File: config.mk
export PLATFORM = sky130hd
export DESIGN_NAME = load_store_queue_fwd
export DESIGN_NICKNAME = d
export VERILOG_FILES = /design/src/rtl/load_store_queue_fwd.sv
export SDC_FILE = /design/constraint.sdc
export NUM_CORES = 2
export LEC_CHECK = 0
export ABC_CLOCK_PERIOD_IN_PS = 9700
export BUFFER_PORTS_ARGS = -buffer_cell sky130_fd_sc_hd__buf_2
export CAP_MARGIN = 20
export CORE_UTILIZATION = 37
export CTS_CLUSTER_DIAMETER = 60
export DETAILED_ROUTE_END_ITERATION = 7
export SYNTH_ARGS = -nofsm -noshare
export SYNTH_HDL_FRONTEND = slang
export SYNTH_SLANG_ARGS = --single-unit
File: constraint.sdc
create_clock -name clk -period 9.7 [get_ports clk]
set_input_delay 0 -clock clk [delete_from_list [all_inputs] [get_ports clk]]
set_output_delay 0 -clock clk [all_outputs]
set_load 0.01 [all_outputs]
File: src/rtl/load_store_queue_fwd.sv
// load_store_queue_fwd
//   Load/store queue between LSU address generation, ROB retire and the
//   data-memory port. Stores sit in a program-ordered circular queue, are
//   committed in order by the ROB and drained to memory with byte strobes.
//   Loads are served in order; each one forwards from the youngest older
//   store(s) when the bytes are fully covered, stalls on partial overlap and
//   otherwise reads memory with a ready/valid handshake.
//
// Ports
//   clk, rst                 clock, asynchronous active-high reset
//   flush_i                  drop speculative loads and uncommitted stores
//   st_*_i / st_ready_o      store enqueue, st_id_o = slot allocated
//   retire_st_valid_i        commit the oldest uncommitted store
//   ld_*_i / ld_ready_o      load enqueue
//   wb_*_o                   load writeback (one-cycle pulse)
//   mem_rd_* / mem_rdata_*   memory read request and response
//   mem_wr_* / mem_w*_o      memory write (drain of committed stores)
module load_store_queue_fwd #(
    parameter int ADDR_WIDTH = 32,
    parameter int DATA_WIDTH = 32,
    parameter int SQ_DEPTH   = 8,
    parameter int LQ_DEPTH   = 8,
    parameter int ROB_WIDTH  = 5,
    parameter int PHY_WIDTH  = 6
) (
    input  logic                        clk,
    input  logic                        rst,
    input  logic                        flush_i,
    input  logic                        st_valid_i,
    output logic                        st_ready_o,
    input  logic [2:0]                  st_funct3_i,
    input  logic [ADDR_WIDTH-1:0]       st_addr_i,
    input  logic [DATA_WIDTH-1:0]       st_wdata_i,
    input  logic [ROB_WIDTH-1:0]        st_rob_id_i,
    output logic [$clog2(SQ_DEPTH)-1:0] st_id_o,
    input  logic                        retire_st_valid_i,
    input  logic                        ld_valid_i,
    output logic                        ld_ready_o,
    input  logic [2:0]                  ld_funct3_i,
    input  logic [ADDR_WIDTH-1:0]       ld_addr_i,
    input  logic [ROB_WIDTH-1:0]        ld_rob_id_i,
    input  logic [PHY_WIDTH-1:0]        ld_rd_phy_i,
    output logic                        wb_valid_o,
    output logic [ROB_WIDTH-1:0]        wb_rob_id_o,
    output logic [PHY_WIDTH-1:0]        wb_rd_phy_o,
    output logic [DATA_WIDTH-1:0]       wb_data_o,
    output logic                        mem_rd_en_o,
    input  logic                        mem_rd_ready_i,
    output logic [ADDR_WIDTH-1:0]       mem_raddr_o,
    input  logic                        mem_rdata_valid_i,
    input  logic [DATA_WIDTH-1:0]       mem_rdata_i,
    output logic                        mem_wr_en_o,
    input  logic                        mem_wr_ready_i,
    output logic [ADDR_WIDTH-1:0]       mem_waddr_o,
    output logic [DATA_WIDTH-1:0]       mem_wdata_o,
    output logic [3:0]                  mem_wstrb_o
);
    localparam int SQ_IW = $clog2(SQ_DEPTH);
    localparam int SQ_PW = SQ_IW + 1;
    localparam int LQ_IW = $clog2(LQ_DEPTH);
    localparam int LQ_PW = LQ_IW + 1;
    localparam int WA    = ADDR_WIDTH - 2;

    typedef enum logic [2:0] {S_IDLE, S_CHECK, S_REQ, S_WAIT, S_WB} ldState_e;

    // The ROB tag of a store is not needed once the ROB drives retire in order.
    logic unusedStRob;
    assign unusedStRob = ^st_rob_id_i;

    logic [WA-1:0]         sqAddr_q [SQ_DEPTH];
    logic [3:0]            sqMask_q [SQ_DEPTH];
    logic [DATA_WIDTH-1:0] sqData_q [SQ_DEPTH];
    logic [SQ_PW-1:0]      sqHead_q, sqCommit_q, sqTail_q;
    logic [SQ_PW-1:0]      sqHead_d, sqCommit_d, sqTail_d;

    logic [ADDR_WIDTH-1:0] ldAddr_q   [LQ_DEPTH];
    logic [2:0]            ldFunct3_q [LQ_DEPTH];
    logic [ROB_WIDTH-1:0]  ldRob_q    [LQ_DEPTH];
    logic [PHY_WIDTH-1:0]  ldPhy_q    [LQ_DEPTH];
    logic [SQ_PW-1:0]      ldSnap_q   [LQ_DEPTH];
    logic [LQ_PW-1:0]      lqHead_q, lqTail_q, lqHead_d, lqTail_d;

    ldState_e              state_q, state_d;
    logic [DATA_WIDTH-1:0] ldWord_q, ldWord_d;
    logic                  staleRead_q, staleRead_d;

    logic                  stEnq, ldEnq, doRetire, doDrain, lqPop;
    logic [3:0]            stMask;
    logic [DATA_WIDTH-1:0] stData;
    logic [ADDR_WIDTH-1:0] hAddr;
    logic [2:0]            hFunct3;
    logic [3:0]            ldMask, covered;
    logic [SQ_PW-1:0]      snapDist, scanPtr;
    logic [3:0]            fwdMask;
    logic [DATA_WIDTH-1:0] fwdData, extData;
    logic [7:0]            ldByte;
    logic [15:0]           ldHalf;

    assign st_ready_o = (sqTail_q - sqHead_q) != SQ_PW'(SQ_DEPTH);
    assign ld_ready_o = (lqTail_q - lqHead_q) != LQ_PW'(LQ_DEPTH);
    assign st_id_o    = sqTail_q[SQ_IW-1:0];
    assign stEnq      = st_valid_i && st_ready_o && !flush_i;
    assign ldEnq      = ld_valid_i && ld_ready_o && !flush_i;
    assign doRetire   = retire_st_valid_i && (sqCommit_q != sqTail_q);
    assign doDrain    = mem_wr_en_o && mem_wr_ready_i;
    assign lqPop      = wb_valid_o;

    // Store byte mask and lane-shifted data.
    always_comb begin
        stMask = 4'b0000;
        stData = '0;
        case (st_funct3_i)
            3'b000: begin
                stMask = 4'b0001 << st_addr_i[1:0];
                stData = {24'b0, st_wdata_i[7:0]} << {st_addr_i[1:0], 3'b000};
            end
            3'b001: begin
                stMask = st_addr_i[1] ? 4'b1100 : 4'b0011;
                stData = st_addr_i[1] ? {st_wdata_i[15:0], 16'b0} : {16'b0, st_wdata_i[15:0]};
            end
            3'b010: begin
                stMask = 4'b1111;
                stData = st_wdata_i;
            end
            default: ;
        endcase
    end

    // Store queue pointers. Flush rewinds tail to the (possibly just advanced)
    // commit pointer; draining of committed stores is unaffected.
    always_comb begin
        sqHead_d   = sqHead_q;
        sqCommit_d = sqCommit_q;
        sqTail_d   = sqTail_q;
        if (doDrain)  sqHead_d   = sqHead_q + 1'b1;
        if (doRetire) sqCommit_d = sqCommit_q + 1'b1;
        if (flush_i)    sqTail_d = sqCommit_d;
        else if (stEnq) sqTail_d = sqTail_q + 1'b1;
    end

    // Load queue pointers.
    always_comb begin
        lqHead_d = lqHead_q;
        lqTail_d = lqTail_q;
        if (lqPop) lqHead_d = lqHead_q + 1'b1;
        if (flush_i)    lqTail_d = lqHead_q;
        else if (ldEnq) lqTail_d = lqTail_q + 1'b1;
    end

    // Queue payloads carry no reset; occupancy is defined by the pointers.
    always_ff @(posedge clk) begin
        if (stEnq) begin
            sqAddr_q[sqTail_q[SQ_IW-1:0]] <= st_addr_i[ADDR_WIDTH-1:2];
            sqMask_q[sqTail_q[SQ_IW-1:0]] <= stMask;
            sqData_q[sqTail_q[SQ_IW-1:0]] <= stData;
        end
        if (ldEnq) begin
            ldAddr_q[lqTail_q[LQ_IW-1:0]]   <= ld_addr_i;
            ldFunct3_q[lqTail_q[LQ_IW-1:0]] <= ld_funct3_i;
            ldRob_q[lqTail_q[LQ_IW-1:0]]    <= ld_rob_id_i;
            ldPhy_q[lqTail_q[LQ_IW-1:0]]    <= ld_rd_phy_i;
            ldSnap_q[lqTail_q[LQ_IW-1:0]]   <= sqTail_q;
        end
    end

    assign hAddr   = ldAddr_q[lqHead_q[LQ_IW-1:0]];
    assign hFunct3 = ldFunct3_q[lqHead_q[LQ_IW-1:0]];

    always_comb begin
        ldMask = 4'b0000;
        case (hFunct3)
            3'b000, 3'b100: ldMask = 4'b0001 << hAddr[1:0];
            3'b001, 3'b101: ldMask = hAddr[1] ? 4'b1100 : 4'b0011;
            3'b010:         ldMask = 4'b1111;
            default:        ;
        endcase
    end

    // Forwarding scan over [sqHead, snapshot), walked oldest to youngest so a
    // younger store overwrites the bytes of an older one. A distance larger
    // than the queue means head has already moved past the snapshot.
    always_comb begin
        fwdMask  = 4'b0000;
        fwdData  = '0;
        scanPtr  = sqHead_q;
        snapDist = ldSnap_q[lqHead_q[LQ_IW-1:0]] - sqHead_q;
        for (int k = 0; k < SQ_DEPTH; k++) begin
            scanPtr = sqHead_q + SQ_PW'(k);
            if ((SQ_PW'(k) < snapDist) && (snapDist <= SQ_PW'(SQ_DEPTH)) &&
                (sqAddr_q[scanPtr[SQ_IW-1:0]] == hAddr[ADDR_WIDTH-1:2])) begin
                fwdMask = fwdMask | sqMask_q[scanPtr[SQ_IW-1:0]];
                for (int b = 0; b < 4; b++) begin
                    if (sqMask_q[scanPtr[SQ_IW-1:0]][b])
                        fwdData[8*b +: 8] = sqData_q[scanPtr[SQ_IW-1:0]][8*b +: 8];
                end
            end
        end
    end

    assign covered = fwdMask & ldMask;

    // Load FSM. staleRead_q remembers a read abandoned by a flush in WAIT so
    // that its late response is swallowed instead of completing a new load.
    always_comb begin
        state_d     = state_q;
        ldWord_d    = ldWord_q;
        staleRead_d = staleRead_q;
        mem_rd_en_o = 1'b0;
        if (staleRead_q && mem_rdata_valid_i) staleRead_d = 1'b0;
        case (state_q)
            S_IDLE:  if (lqHead_q != lqTail_q) state_d = S_CHECK;
            S_CHECK: begin
                if (covered == ldMask && covered != 4'b0000) begin
                    ldWord_d = fwdData;
                    state_d  = S_WB;
                end else if (covered == 4'b0000) begin
                    state_d = S_REQ;
                end
            end
            S_REQ: begin
                mem_rd_en_o = 1'b1;
                if (mem_rd_ready_i) state_d = S_WAIT;
            end
            S_WAIT: begin
                if (mem_rdata_valid_i && !staleRead_q) begin
                    ldWord_d = mem_rdata_i;
                    state_d  = S_WB;
                end
            end
            S_WB:    state_d = S_IDLE;
            default: state_d = S_IDLE;
        endcase
        if (flush_i) begin
            state_d     = S_IDLE;
            mem_rd_en_o = 1'b0;
            if (state_q == S_WAIT && !(mem_rdata_valid_i && !staleRead_q))
                staleRead_d = 1'b1;
        end
    end

    // Lane selection and sign/zero extension of the result word.
    always_comb begin
        ldByte  = ldWord_q[{hAddr[1:0], 3'b000} +: 8];
        ldHalf  = hAddr[1] ? ldWord_q[31:16] : ldWord_q[15:0];
        extData = '0;
        case (hFunct3)
            3'b000:  extData = {{24{ldByte[7]}}, ldByte};
            3'b001:  extData = {{16{ldHalf[15]}}, ldHalf};
            3'b010:  extData = ldWord_q;
            3'b100:  extData = {24'b0, ldByte};
            3'b101:  extData = {16'b0, ldHalf};
            default: extData = '0;
        endcase
    end

    assign wb_valid_o  = (state_q == S_WB) && !flush_i;
    assign wb_rob_id_o = wb_valid_o ? ldRob_q[lqHead_q[LQ_IW-1:0]] : '0;
    assign wb_rd_phy_o = wb_valid_o ? ldPhy_q[lqHead_q[LQ_IW-1:0]] : '0;
    assign wb_data_o   = wb_valid_o ? extData : '0;
    assign mem_raddr_o = mem_rd_en_o ? {hAddr[ADDR_WIDTH-1:2], 2'b00} : '0;
    assign mem_wr_en_o = sqHead_q != sqCommit_q;
    assign mem_waddr_o = mem_wr_en_o ? {sqAddr_q[sqHead_q[SQ_IW-1:0]], 2'b00} : '0;
    assign mem_wdata_o = mem_wr_en_o ? sqData_q[sqHead_q[SQ_IW-1:0]] : '0;
    assign mem_wstrb_o = mem_wr_en_o ? sqMask_q[sqHead_q[SQ_IW-1:0]] : 4'b0000;

    // Control state registers.
    always_ff @(posedge clk or posedge rst) begin
        if (rst) begin
            sqHead_q    <= '0;
            sqCommit_q  <= '0;
            sqTail_q    <= '0;
            lqHead_q    <= '0;
            lqTail_q    <= '0;
            state_q     <= S_IDLE;
            ldWord_q    <= '0;
            staleRead_q <= 1'b0;
        end else begin
            sqHead_q    <= sqHead_d;
            sqCommit_q  <= sqCommit_d;
            sqTail_q    <= sqTail_d;
            lqHead_q    <= lqHead_d;
            lqTail_q    <= lqTail_d;
            state_q     <= state_d;
            ldWord_q    <= ldWord_d;
            staleRead_q <= staleRead_d;
        end
    end
endmodule

==> impl_metrics.yaml <==
clocking:
  htreeDepth: 3
  clk-insertion-delay-late_ns: 0.80
  clkTransAtPathRegs_ns: 0.07
  tritoncts: "done"
  numCtsBuffers: 111
  ctsResizeCount: 0
  root_buffer: "clkbuf_16"
  cts_sinks: 984
  clk_path_buf_depth: 3
global_routing:
  grt_max_degree: 183
  grt-busiest-layer: "met2"
  antenna_found_initial: 15
  grt_pass1_vias: 47922
  use_met3_pct: 4.93
  grt_usage_pct: 25.9
  grt_first_pass_wirelength_mm: 342
  grt.met1_usage_pct: 33.3
  use_met2_pct: 40.6
  gr-total-overflow: 0
timing:
  fin_crit_sh_pct: 84.0
  drv_slew: 0
  final.min_clock_period_ns: 8.14
  holdWs_ns: 0.0313
  worstMarginPinSlew_ns: 1.23
  rsz0062_at_grt: "no"
  tns_ns: 0
  fmax_mhz: 123
  setup_viol: 0
  slew_headroom_pct: 17.2
  hold_viol_final: 0
  fin_skew_ns: 0.0868
synth:
  yosys-top-cells-count: "928 x edfxtp_1, 618 x mux4_2, 592 x nand2_1"
  yosys.area.top_type: "edfxtp_1"
  synthCells: 5057
  yosysSeqAreaShare_pct: 44.3
  synthArstFlopShare_pct: 5.69
  yosysWarningCount: 0
  synth_area_per_cell_um2: 13.1
  synth_ff_type: "edfxtp_1"
  synth_edf_count: 928
  synth_area_leaders: "edfxtp_1 42%, mux4_2 21%, mux2i_1 8.7%"
  syn_area_mm2: 0.0661
  yosys_register_bits: 984
  synth_most_common_cell: "edfxtp_1"
  ys_types: 94
  synth.top_cell.area_share_pct: 42.2
floorplan:
  die_h_um: 425
  fp.dieArea_mm2: 0.180
  io-pin-count: 310
  core_mm2: 0.177
  die_x_um: 425
  num_rows: 154
  start_util_pct: 37.4
worst_hold_path:
  min_path_type: "in2async"
drt:
  wl_per_cell_um: 30.4
  drcViolationCount: 0
  drtAntennaViolNets: 0
  vias: 50289
  routed_wl_mm: 239
  viasPerCell: 6.40
  dr.first_iter.drc_count: 6505
  first_pass_iters: 6
pwr:
  powerDensity_mw_per_mm2: 409
  peakVddDrop_uv: 445
  design_power_total_w: 0.0310
  leakagePower_nw: 26.8
placement:
  place_hpwl_mm: 162
  placed_cell_area_mm2: 0.0701
  io_buffers: 300
  gp_congestion: 1.04
outcome:
  status: "complete, no violations"
run:
  drv_cap: 0
critical_path:
  worst_ep_required_time_ns: 10.30
  path_class: "reg2reg"
  critPathCaptureType: "register"
  crit_fanout: 137
  start_kind: "register"
  crit_arrival_ns: 8.75
cells_and_area:
  design.final.nets: 5588
  drive_above_1_share_pct: 26.1
  design_area_mm2: 0.0759
  areaGrowthSynthToFinish_pct: 14.9
==> through the flow <==
| step | setup slack, ns | utilization [%] | std cells |
|---|---|---|---|
| floorplan | 1.02 | - | 5060 |
| global route | 1.44 | 43.0 | 7852 |
| global placement | 1.76 | 39.7 | 7436 |
| finish | 1.56 | 43.0 | 7853 |
| CTS | 1.54 | 42.9 | 7845 |
| detailed placement | 1.63 | 39.7 | 7436 |
==> flip-flops by register name (all words and copies together) (netlist names) <==
register     cells
sqMask_q        32
ldAddr_q       256
lqTail_q         4
state_q          3
sqHead_q         4
lqHead_q         4
ldPhy_q         48
sqData_q       256
ldFunct3_q      24
ldWord_q        32
sqCommit_q       4
ldRob_q         40
sqAddr_q       240
staleRead_q      1
sqTail_q         4
ldSnap_q        32
==> logic make-up after synthesis <==
logic type	count (synthesis)	share of synthesized area [%]
DFF	984	44.3
adders and majority gates	17	0.333
and+or+nand+nor	1328	9.66
xor gates and xnor gates	225	3.07
other	1	0.00568
AOI/OAI and AO/OA	740	7.60
buffers and inverters	452	3.15
muxes	1310	31.9
==> layout by cell type (no fill, tap or decap), types with 17 or more instances in the layout <==
master           n
xnor2_1        113
mux2i_1        559
mux2_1          31
and3_1          38
a21oi_1        228
o21ai_0         95
edfxtp_1       928
mux2i_2         26
and2_1          25
mux4_2         618
mux2_2          72
dlygate4sd3_1  200
nand2_1        592
xor2_1         107
clkbuf_16      112
nor3_1          89
buf_2          300
a211oi_1        36
nand2b_1        24
a21o_1          23
clkinv_2        18
a22o_1          23
nor2b_1         19
inv_1           40
a22oi_1         73
nand3_1         65
o22ai_1         41
clkinv_1        17
dfrtp_1         50
nand4_1         66
nor4_1          40
nor2_1         190
a32oi_1         45
o211ai_1        22
buf_4          132
a222oi_1        20
nand3b_1        24
a2111oi_0       26
nor3b_1         45
==> final cells by class <==
type                            instances  area, um^2
Antenna cell                            5        12.5
Clock buffer                          122        2840
Clock inverter                         87         905
Fill cell                           15930      101000
Inverter                               44         170
Multi-Input combinational cell       3624       35000
Sequential cell                       984       29300
Tap cell                             2340        2930
Timing Repair Buffer                  647        4770
==> path summary, 6_finish.rpt <==
kind                               start               to  slack (ns)  cells past startpoint
max in group asynchronous            rst      lqHead_q[1]        8.98                      4
min                                  rst     ldWord_q[26]        0.03                      4
max reg2reg                  sqHead_q[0]     ldWord_q[10]        1.56                     17
min in group clk           st_addr_i[25]  sqAddr_q[6][23]        0.05                      2
min reg2reg                  lqTail_q[3]      lqTail_q[3]        0.49                      1
max                          sqHead_q[0]     ldWord_q[10]        1.56                     17
==> critical path, cell delays in order, from the launching register on <==
cell and delay, ns:
dfrtp_4 0.83, inv_4 0.31, ha_4 0.68, buf_12 0.55, mux2_2 0.32, mux2i_1 0.07
a221oi_1 0.38, xnor2_1 0.12, or4_1 0.73, or3_1 0.39, or4b_4 0.64, or2_1 0.47
nand3b_2 0.41, o22ai_1 0.26, a2111o_1 0.49, o32ai_4 0.10, buf_4 0.48, mux2_1 0.38
==> power by group <==
part / internal (W) / switching [W] / total [W] / leakage, nW
Combinational: 0.00813 / 0.0130 / 0.0211 / 15.8
Clock: 0.00238 / 0.00190 / 0.00427 / 1.80
Sequential: 0.00510 / 0.000559 / 0.00566 / 9.15
Total: 0.0156 / 0.0154 / 0.0310 / 26.8
==> what timing repair did <==
item | in CTS | in global routing
endpoints found under the setup margin | 0 | 0
hold buffers | 200 | 0
setup buffers | 0 | 0
hold endpoints to repair | 988 | 0
==> layer usage <==
layer	share of wire (%)	vias up
met1	38	25642
met4	6.8	8
met3	8.9	648
li1	-	21091
met2	46	2900
met5	0.021	-
(Power assumes the default switching activity.)
